### src/rtl/if_prefetch_queue.sv
`default_nettype none
// ============================================================================
// Module   : if_prefetch_queue
// Purpose  : Instruction-fetch front end for the IF/ID register of the ARM64
//            5-stage pipeline. Issues sequential, in-order fetch requests to
//            instruction memory. Buffers the returned words with their PCs in
//            a DEPTH-entry queue and presents the head entry to IF/ID.
//            A redirect flushes the queue. The responses still in flight at
//            that point are counted and discarded when they arrive.
// Ports    : CLK, resetl (synchronous, active-low), startpc
//            imem_req_valid/addr/ready   - fetch request channel
//            imem_rsp_valid/data         - in-order response channel
//            redirect_valid/pc           - branch/exception redirect from EX
//            id_ready                    - IF/ID accept (0 = stall)
//            if_valid/pc/instr           - head entry presented to IF/ID
//            currentpc                   - next PC to be requested
// Config   : IFQ_BYPASS_EN - when defined, a response that arrives while the
//            queue is empty is presented on if_* in the same cycle.
// Revision : 1.0 - initial release
// ============================================================================
module if_prefetch_queue #(
   parameter int DEPTH = 4,
   parameter int PTR_W = 2
) (
   input  logic             CLK,
   input  logic             resetl,
   input  logic [63:0]      startpc,
   output logic             imem_req_valid,
   output logic [63:0]      imem_req_addr,
   input  logic             imem_req_ready,
   input  logic             imem_rsp_valid,
   input  logic [31:0]      imem_rsp_data,
   input  logic             redirect_valid,
   input  logic [63:0]      redirect_pc,
   input  logic             id_ready,
   output logic             if_valid,
   output logic [63:0]      if_pc,
   output logic [31:0]      if_instr,
   output logic [63:0]      currentpc
);

   // Counters must hold the value DEPTH itself, so they get one extra bit.
   localparam int CNT_W = PTR_W + 1;
   localparam logic [CNT_W:0] C_DEPTH = DEPTH[CNT_W:0];

   logic [63:0]      fetch_pc_q, fetch_pc_d;
   logic [63:0]      rsp_pc_q, rsp_pc_d;
   logic [CNT_W-1:0] count_q, count_d;
   logic [CNT_W-1:0] outstanding_q, outstanding_d;
   logic [CNT_W-1:0] drop_q, drop_d;
   logic [PTR_W-1:0] rd_ptr_q, rd_ptr_d;
   logic [PTR_W-1:0] wr_ptr_q, wr_ptr_d;
   logic             resetl_q, resetl_d;

   logic [63:0]      pc_mem_q    [DEPTH];
   logic [31:0]      instr_mem_q [DEPTH];

   logic [CNT_W:0]   credit_sum;
   logic             req_fire;
   logic             q_empty;
   logic             bypass;
   logic             deq;
   logic             rsp_keep;
   logic             wr_en;
   logic [CNT_W-1:0] outstanding_next;

   // ------------------------------------------------------------------------
   // Request side, head presentation and next-state computation
   // ------------------------------------------------------------------------
   always_comb begin
      // Queued plus in-flight requests may never exceed the storage. The next
      // request is therefore offered only while a slot is guaranteed to exist.
      credit_sum     = {1'b0, count_q} + {1'b0, outstanding_q};
      imem_req_valid = resetl_q & (credit_sum < C_DEPTH);
      imem_req_addr  = fetch_pc_q;
      currentpc      = fetch_pc_q;
      req_fire       = imem_req_valid & imem_req_ready;

      q_empty = (count_q == '0);

`ifdef IFQ_BYPASS_EN
      // This path forwards a fresh word straight to IF/ID. It applies only
      // when nothing older is waiting in the queue and the word is not stale.
      bypass = resetl & q_empty & (drop_q == '0) & ~redirect_valid & imem_rsp_valid;
`else
      bypass = 1'b0;
`endif

      if_valid = ~q_empty | bypass;
      if_pc    = 64'd0;
      if_instr = 32'd0;
      if (!q_empty) begin
         if_pc    = pc_mem_q[rd_ptr_q];
         if_instr = instr_mem_q[rd_ptr_q];
      end else if (bypass) begin
         if_pc    = rsp_pc_q;
         if_instr = imem_rsp_data;
      end

      deq = ~q_empty & id_ready;

      // A kept response is stored unless the bypass already handed it over.
      rsp_keep = imem_rsp_valid & (drop_q == '0) & ~(bypass & id_ready);

      outstanding_next = outstanding_q + CNT_W'(req_fire) - CNT_W'(imem_rsp_valid);

      // Defaults: hold state.
      fetch_pc_d    = fetch_pc_q;
      rsp_pc_d      = rsp_pc_q;
      count_d       = count_q;
      outstanding_d = outstanding_q;
      drop_d        = drop_q;
      rd_ptr_d      = rd_ptr_q;
      wr_ptr_d      = wr_ptr_q;
      resetl_d      = resetl;
      wr_en         = 1'b0;

      if (!resetl) begin
         fetch_pc_d    = startpc & ~64'd3;
         rsp_pc_d      = startpc & ~64'd3;
         count_d       = '0;
         outstanding_d = '0;
         drop_d        = '0;
         rd_ptr_d      = '0;
         wr_ptr_d      = '0;
      end else if (redirect_valid) begin
         // Every request still in flight after this edge is from the old
         // stream. That includes one handshaked right now. Any response
         // arriving this cycle is discarded outright.
         fetch_pc_d    = redirect_pc & ~64'd3;
         rsp_pc_d      = redirect_pc & ~64'd3;
         count_d       = '0;
         rd_ptr_d      = '0;
         wr_ptr_d      = '0;
         outstanding_d = outstanding_next;
         drop_d        = outstanding_next;
      end else begin
         outstanding_d = outstanding_next;
         if (req_fire) begin
            fetch_pc_d = fetch_pc_q + 64'd4;
         end
         if (imem_rsp_valid) begin
            if (drop_q != '0) begin
               drop_d = drop_q - CNT_W'(1);
            end else begin
               rsp_pc_d = rsp_pc_q + 64'd4;
            end
         end
         wr_en = rsp_keep;
         if (rsp_keep) begin
            wr_ptr_d = wr_ptr_q + PTR_W'(1);
         end
         if (deq) begin
            rd_ptr_d = rd_ptr_q + PTR_W'(1);
         end
         count_d = count_q + CNT_W'(rsp_keep) - CNT_W'(deq);
      end
   end

   // ------------------------------------------------------------------------
   // State registers
   // ------------------------------------------------------------------------
   always_ff @(posedge CLK) begin
      fetch_pc_q    <= fetch_pc_d;
      rsp_pc_q      <= rsp_pc_d;
      count_q       <= count_d;
      outstanding_q <= outstanding_d;
      drop_q        <= drop_d;
      rd_ptr_q      <= rd_ptr_d;
      wr_ptr_q      <= wr_ptr_d;
      resetl_q      <= resetl_d;
   end

   // Entry storage needs no reset; the head is masked by count.
   always_ff @(posedge CLK) begin
      if (wr_en) begin
         pc_mem_q[wr_ptr_q]    <= rsp_pc_q;
         instr_mem_q[wr_ptr_q] <= imem_rsp_data;
      end
   end

endmodule
`default_nettype wire
### config.mk
export PLATFORM = sky130hd
export DESIGN_NAME = if_prefetch_queue
export DESIGN_NICKNAME = d
export VERILOG_FILES = /design/src/rtl/if_prefetch_queue.sv
export SDC_FILE = /design/constraint.sdc
export NUM_CORES = 1
export LEC_CHECK = 0
export BUFFER_PORTS_ARGS = -buffer_cell sky130_fd_sc_hd__clkbuf_2
export CAP_MARGIN = 20
export CORE_MARGIN = 2
export CORE_UTILIZATION = 55
export CTS_CLUSTER_DIAMETER = 150
export CTS_CLUSTER_SIZE = 28
export DETAILED_ROUTE_END_ITERATION = 10
export PLACE_DENSITY = 0.87
export SYNTH_ARGS = -nofsm -noshare
export SYNTH_HDL_FRONTEND = slang
export SYNTH_SLANG_ARGS = --single-unit
export TNS_END_PERCENT = 50
### constraint.sdc
create_clock -name CLK -period 8.3 [get_ports CLK]
set_input_delay 1.66 -clock CLK [delete_from_list [all_inputs] [get_ports CLK]]
set_output_delay 1.66 -clock CLK [all_outputs]
set_load 0.05 [all_outputs]
==> results of run 1 <==
==> per-layer routing <==
layer	vias to the layer above	global-route usage [%]	part of all wire (%)
li1	6529	-	-
met1	7499	36.9	40
met2	817	43.1	48
met3	134	3.61	7.8
met4	0	10.1	4.1
met5	-	0	0
==> flip-flops by register name (all words and copies together), names as in the netlist, named ones only <==
name	count
instr_mem_q	128
currentpc	62
resetl_q	1
count_q	3
pc_mem_q	248
wr_ptr_q	2
outstanding_q	3
rsp_pc_q	62
rd_ptr_q	2
drop_q	3
==> power by group <==
| part | internal, uW | leakage, uW | total (uW) | switching (uW) |
|---|---|---|---|---|
| clock | 519 | 0.000300 | 1290 | 771 |
| combinational | 363 | 0.00380 | 1390 | 1020 |
| sequential | 3060 | 0.00481 | 3270 | 209 |
==> tightest hold or removal path: stages, from the launching register on <==
cell and delay, ns:
dfxtp_1 0.34, xor2_1 0.07, nor2_1 0.10
==> area by class of cell <==
type / count / area [um2] / share of cell area (%)
Multi-Input combinational cell: 899 / 7080 / 27.4
Clock buffer: 31 / 606 / 2.34
Sequential cell: 516 / 15300 / 59.3
Antenna cell: 2 / 5.00 / 0.0193
Timing Repair Buffer: 400 / 2050 / 7.92
Tap cell: 539 / 674 / 2.61
Inverter: 26 / 97.6 / 0.377
Clock inverter: 1 / 16.3 / 0.0629
==> synth_stat cells (32+ instances only) <==
master	count	area [um2]
mux4_2	94	2120
nand3_1	45	225
nand2_1	74	278
o21ai_0	139	696
nand4_1	32	200
xor2_1	42	368
edfxtp_1	500	15000
and2_1	103	644
buf_4	68	510
xnor2_1	73	639
nor3_1	32	160
nor2_1	63	236
clkbuf_1	58	218
==> metrics by stage <==
step                      power [uW]  cells
after floorplan                 4340   1581
after global placement          4680   2380
after detailed placement        4710   2380
after CTS                       5970   2412
after global routing            6140   2414
final                           5950   2414
==> worst max path at each step <==
stage	slack (ns)	cells past startpoint	endpoint	startpoint
3_5_place_dp	3.40	8	instr_mem_q[2][23]	redirect_valid
2_1_floorplan	3.49	5	instr_mem_q[0][0]	redirect_valid
3_3_place_gp	3.49	8	instr_mem_q[1][30]	redirect_valid
5_1_grt	3.22	4	if_pc[43]	flip-flop
6_report	3.47	4	if_pc[35]	flip-flop
4_1_cts	3.34	4	if_pc[35]	flip-flop
==> cell families after synthesis <==
| kind of cell | Yosys count |
|---|---|
| compound gates | 231 |
| xor+xnor | 115 |
| fa+ha+maj | 16 |
| buf+inv | 166 |
| flops | 516 |
| mux | 97 |
| other cells | 1 |
| simple gates | 434 |
==> cell usage in the layout, fill, tap and decap left out, types with 9 or more instances in the layout <==
cell,n
dfxtp_1,14
ha_1,14
and2_1,99
nor2_1,62
xnor2_1,73
xor2_1,42
edfxtp_1,500
nand3_1,45
clkbuf_16,23
buf_4,19
inv_1,24
nor3_1,32
nor4_1,21
clkbuf_2,381
and3_1,17
a22oi_1,27
mux4_2,94
nand2_1,72
a21oi_1,24
and4_1,9
or3_1,14
nand4_1,32
o21ai_0,139
a2bb2oi_1,11
==> impl_results.md, run 1 <==
- Final Hold Viols: 0
- Placement Setup Slack: 3.40 ns
- CP delay by family, top: buffers and inverters
- Hold Slack: 0.541 ns
- Clock Tree Buf Depth: 3
- Final Slew Violations: 0
- Setup TNS: 0 ns
- Post-synthesis sequential area ratio: 65.9%
- GPL Wtd Cong: 0.910
- Largest net degree at the start of global routing: 69
- Synth Cell Area: 23300 um2
- R2r setup slk: 4.78 ns
- Number of synthesized flops with an enable pin: 500
- Hold WC Path Type: flip-flop to flip-flop
- Clk slew on worst S/H paths: 0.11 ns
- Status: finished clean
- Simple logic cell fraction of the synthesized area: 10.1%
- Leak Pwr: 0.00891 uW
- Die Area: 43900 um2
- Pwr dens: 230 nW/um2
- Site Rows: 75
- Share of layout cells above drive strength 1: 29.1%
- Initial antenna violation count: 2
- Vias in the first global route: 14700
- Worst vdd ir: 0.165 mV
- Synth Instances: 1576
- Worst r2r src: count_q[1]
- Main combinational cell family by area after synthesis: simple AND/OR/NAND/NOR gates
- Mux contribution to synthesized area: 9.24%
- Design area: 25900 um2
- CP Class: flip-flop to output pin
- CTS root buf: clkbuf_16
- Wire per inst: 24.5 um
- Top Ports: 392
- Crit Reg-Reg Endpoint: count_q[2]
- DRT Pass-1 Iters: 6
- Yosys warning count: 0
- Hold buffer count at CTS: 0
- Syn_area_per_cell: 14.8 um2
- Crit share post-route: 58.2%
- Vias per cell: 6.21
- Final HPWL DP: 39.7 mm
- RSZ-0062 raised after global routing: no
- Worst hold stages: 2
- Tot GR Track Use: 26.5%
- Chip width: 210 um
- Number of H-tree levels: 1
- Max-cap violation count: 0
- WL final: 59.1 mm
- Total grt overflow: 0
- Hold wc startpoint: rd_ptr_q[1]
- Inserted Clock Buffers: 22
- Starting DRC count in detailed routing: 1538
- Post-Synth XOR/XNOR Area: 4.33%
- Hold Path End: rd_ptr_q[1]
- Critical Path Sink Type: output pin
- Die height: 210 um
- Fin worst setup slack: 3.47 ns
- Clk_skew: 0.0355 ns
- Critical path's slowest cell: buf_4
- Minimum clock period: 4.83 ns
- Least-Margin Pin Slew: 1.06 ns
- Placed standard-cell area: 25200 um2
- Synth Flop Type: edfxtp_1
- Post-route ant nets: 0
- Synth Area in Compound Gates: 5.67%
- Area growth syn-to-layout: 11.2%
- Worst-skew pair later-pin latency: 0.58 ns
- Buffers added on ports: 381
- Clk sinks: 516
- Worst reg2reg path depth: 11
- TritonCTS clock tree: done
- CP max FO: 39
- Core area: 41900 um2
- Adder-cell share of the synthesized area: 0.925%
- Critical Path AT: 3.17 ns
- Post-CTS Resized: 0
- Fmax: 207 MHz
- Yosys cell types: 52
- Asr flop ratio synth: 0%
- Final Util: 61.8%
- Data required, critical path: 6.64 ns
- Fillers: 3147
- Worst path bufs/invs: 2
- Crit path cell chain: buf_4, mux4_2, and2_1, clkbuf_2
- CP Launch Type: flip-flop
- Vias: 15000
- # DRC: 0
- First-pass GRT wire length: 88.0 mm
- Initial core utilization: 55.6%
- Synth Register Bits: 516
- Post-CTS Setup Repair Bufs: 0
- # nets final: 2047
- Worst path max stage delay: 0.77 ns
- Finish-stage setup viols: 0
- Slew headroom: 29.2%
No activity file was read; power rests on OpenSTA's default activity.
==> run 2: changes to the inputs <==
==> constraint.sdc (replaced) <==
create_clock -name CLK -period 4.8 [get_ports CLK]
set_input_delay 0.96 -clock CLK [delete_from_list [all_inputs] [get_ports CLK]]
set_output_delay 0.96 -clock CLK [all_outputs]
set_load 0.05 [all_outputs]
==> run 2 against run 1 <==
Compared with the run above: critical path depth unchanged; cell count rose by 0.29%; flip-flop and latch count stayed put; die area is the same; largest power group unchanged; critical path type unchanged; worst hold slack lost 0.0099 ns; utilization up 0.34 points; highest routed layer unchanged; first-iteration DRC count fell by 7.6%; register-to-register slack got worse by 3.5 ns.
==> impl_results.md, run 2 (synthesized netlist as in run 1, its figures left out) <==
- Final Slew Violations: 0 (unchanged)
- RSZ-0062 raised after global routing: no (unchanged)
- Post-CTS Setup Repair Bufs: 0 (unchanged)
- Finish-stage setup viols: 0 (unchanged)
- Clk slew on worst S/H paths: 0.11 ns (about the same)
- Top Ports: 392 (unchanged)
- Inserted Clock Buffers: 22 (unchanged)
- Largest regs: pc_mem_q (248), instr_mem_q (128) (unchanged)
- Largest Register: pc_mem_q (unchanged)
- Site Rows: 75 (unchanged)
- Critical Path Sink Type: output pin (unchanged)
- Clock Tree Buf Depth: 3 (unchanged)
- Die height: 210 um (unchanged)
- CTS root buf: clkbuf_16 (unchanged)
- P_int: 6830 uW (was 3940 uW)
- First-pass GRT wire length: 87.8 mm (was 88.0 mm)
- Max reg flops: 248 (unchanged)
- P_sw: 3450 uW (was 2000 uW)
- Pwr dens: 395 nW/um2 (was 230 nW/um2)
- Worst path bufs/invs: 2 (unchanged)
- CP Class: flip-flop to output pin (unchanged)
- Final Hold Viols: 0 (unchanged)
- Critical path's slowest cell: dfxtp_4 (was buf_4)
- Area growth syn-to-layout: 11.8% (was 11.2%)
- Critical Path AT: 2.87 ns (was 3.17 ns)
- CP max FO: 31 (was 39)
- # nets final: 2055 (was 2047)
- Worst-skew pair later-pin latency: 0.58 ns (about the same)
- Wire per inst: 24.4 um (was 24.5 um)
- Worst path max stage delay: 0.77 ns (about the same)
- Placement Setup Slack: 1.43 ns (was 3.40 ns)
- Post-route ant nets: 0 (unchanged)
- Initial antenna violation count: 1 (was 2)
- Post-CTS Resized: 0 (unchanged)
- Crit path cell chain: buf_4, mux4_2, and2_1, clkbuf_2 (unchanged)
- Vias in the first global route: 14700 (about the same)
- Chip width: 210 um (unchanged)
- Final HPWL DP: 40.3 mm (was 39.7 mm)
- # DRC: 0 (unchanged)
- TritonCTS clock tree: done (unchanged)
- Most frequent cells in the layout: edfxtp_1, clkbuf_2, o21ai_0 (unchanged)
- Vias: 14900 (was 15000)
- Share of layout cells above drive strength 1: 29.4% (was 29.1%)
- Core area: 41900 um2 (unchanged)
- Fmax: 261 MHz
- Sequential power share: 55.0% (about the same)
- WL final: 59.0 mm (was 59.1 mm)
- Starting DRC count in detailed routing: 1421 (was 1538)
- Leak Pwr: 0.00898 uW (was 0.00891 uW)
- Clk sinks: 516 (unchanged)
- Slew headroom: 28.9% (was 29.2%)
- Most common cell after layout, fill and taps aside: edfxtp_1 (unchanged)
- Clock power frac: 21.5% (was 21.7%)
- Largest net degree at the start of global routing: 68 (was 69)
- Worst vdd ir: 0.211 mV (was 0.165 mV)
- Minimum clock period: 3.83 ns
- Comb pwr share: 23.5% (was 23.3%)
- Die Area: 43900 um2 (unchanged)
- Crit share post-route: 79.7%
- DRT Pass-1 Iters: 6 (unchanged)
- Clk_skew: 0.0339 ns (was 0.0355 ns)
- Hold buffer count at CTS: 0 (unchanged)
- Least-Margin Pin Slew: 1.06 ns (about the same)
- Max-cap violation count: 0 (unchanged)
- Net Sw Frac: 33.6% (was 33.7%)
- Total grt overflow: 0 (unchanged)
- Tot GR Track Use: 26.4% (was 26.5%)
- Status: finished clean (unchanged)
- Data required, critical path: 3.84 ns (was 6.64 ns)
- Number of H-tree levels: 1 (unchanged)
- Final Util: 62.1% (was 61.8%)
- Setup TNS: 0 ns (unchanged)
- Buffers added on ports: 381 (unchanged)
- Initial core utilization: 55.6% (unchanged)
- Fillers: 3105 (was 3147)
- Vias per cell: 6.14 (was 6.21)
- CP Launch Type: flip-flop (unchanged)
- Fin worst setup slack: 0.975 ns (was 3.47 ns)
- Hold WC Path Type: flip-flop to flip-flop (unchanged)
- GPL Wtd Cong: 0.887 (was 0.910)
- CP delay by family, top: flip-flops (was buffers and inverters)
[run 2: changes by cell type in the layout (fill, tap and decap cells not counted)]
cell / before / now
clkbuf_2: 381 / 382
diode_2: 2 / 1
buf_12: 0 / 7
[run 2: metal layers]
metal	wire length (um)	global-route usage [%]	up-vias
met1	23700	36.2	7453
li1	-	-	6541
met5	0	0	-
met3	4620	2.92	97
met2	29100	45.2	783
met4	1550	7.95	0
[run 2: power groups by stage]
stage                     Combinational, uW  Sequential [uW]  Clock, uW
after global placement                 2390             5720          0
after detailed placement               2420             5750          0
after CTS                              2430             5650       2260
final                                  2420             5650       2210
after global routing                   2550             5690       2390
after floorplan                        1650             5850          0
[run 2: worst min-delay path, delay by kind of cell, from the launching register on]
kind,cells,cell delay (ns)
flip-flops,1,0.34
XOR/XNOR,1,0.06
AND/OR/NAND/NOR,1,0.10
[run 2: worst paths after layout]
kind	start	end	slack, ns	cells past startpoint
max	flip-flop	if_pc[49]	0.97	4
min	rd_ptr_q[1]	rd_ptr_q[1]	0.53	2
max reg2reg	currentpc[2]	currentpc[62]	1.31	7
min reg2reg	rd_ptr_q[1]	rd_ptr_q[1]	0.53	2
[run 2: final cells by class]
cell class                 count  area (um2)  share of cell area, %
tap                          539         674                   2.59
clock inverter                 1        16.3                 0.0625
timing repair buffer         408        2190                   8.44
sequential                   516       15300                   59.0
clock buffer                  31         606                   2.33
multi-input combinational    899        7080                   27.2
antenna                        1        2.50                0.00962
inverter                      26        97.6                  0.375
[run 2: through the flow]
step	instances	power [uW]	hold slack (ns)	area (um2)
floorplan	1581	7500	0.485	23300
CTS	2419	10300	0.536	26000
global route	2421	10600	0.559	26000
detailed placement	2387	8170	0.508	25400
global placement	2387	8100	0.503	25400
finish	2421	10300	0.531	26000
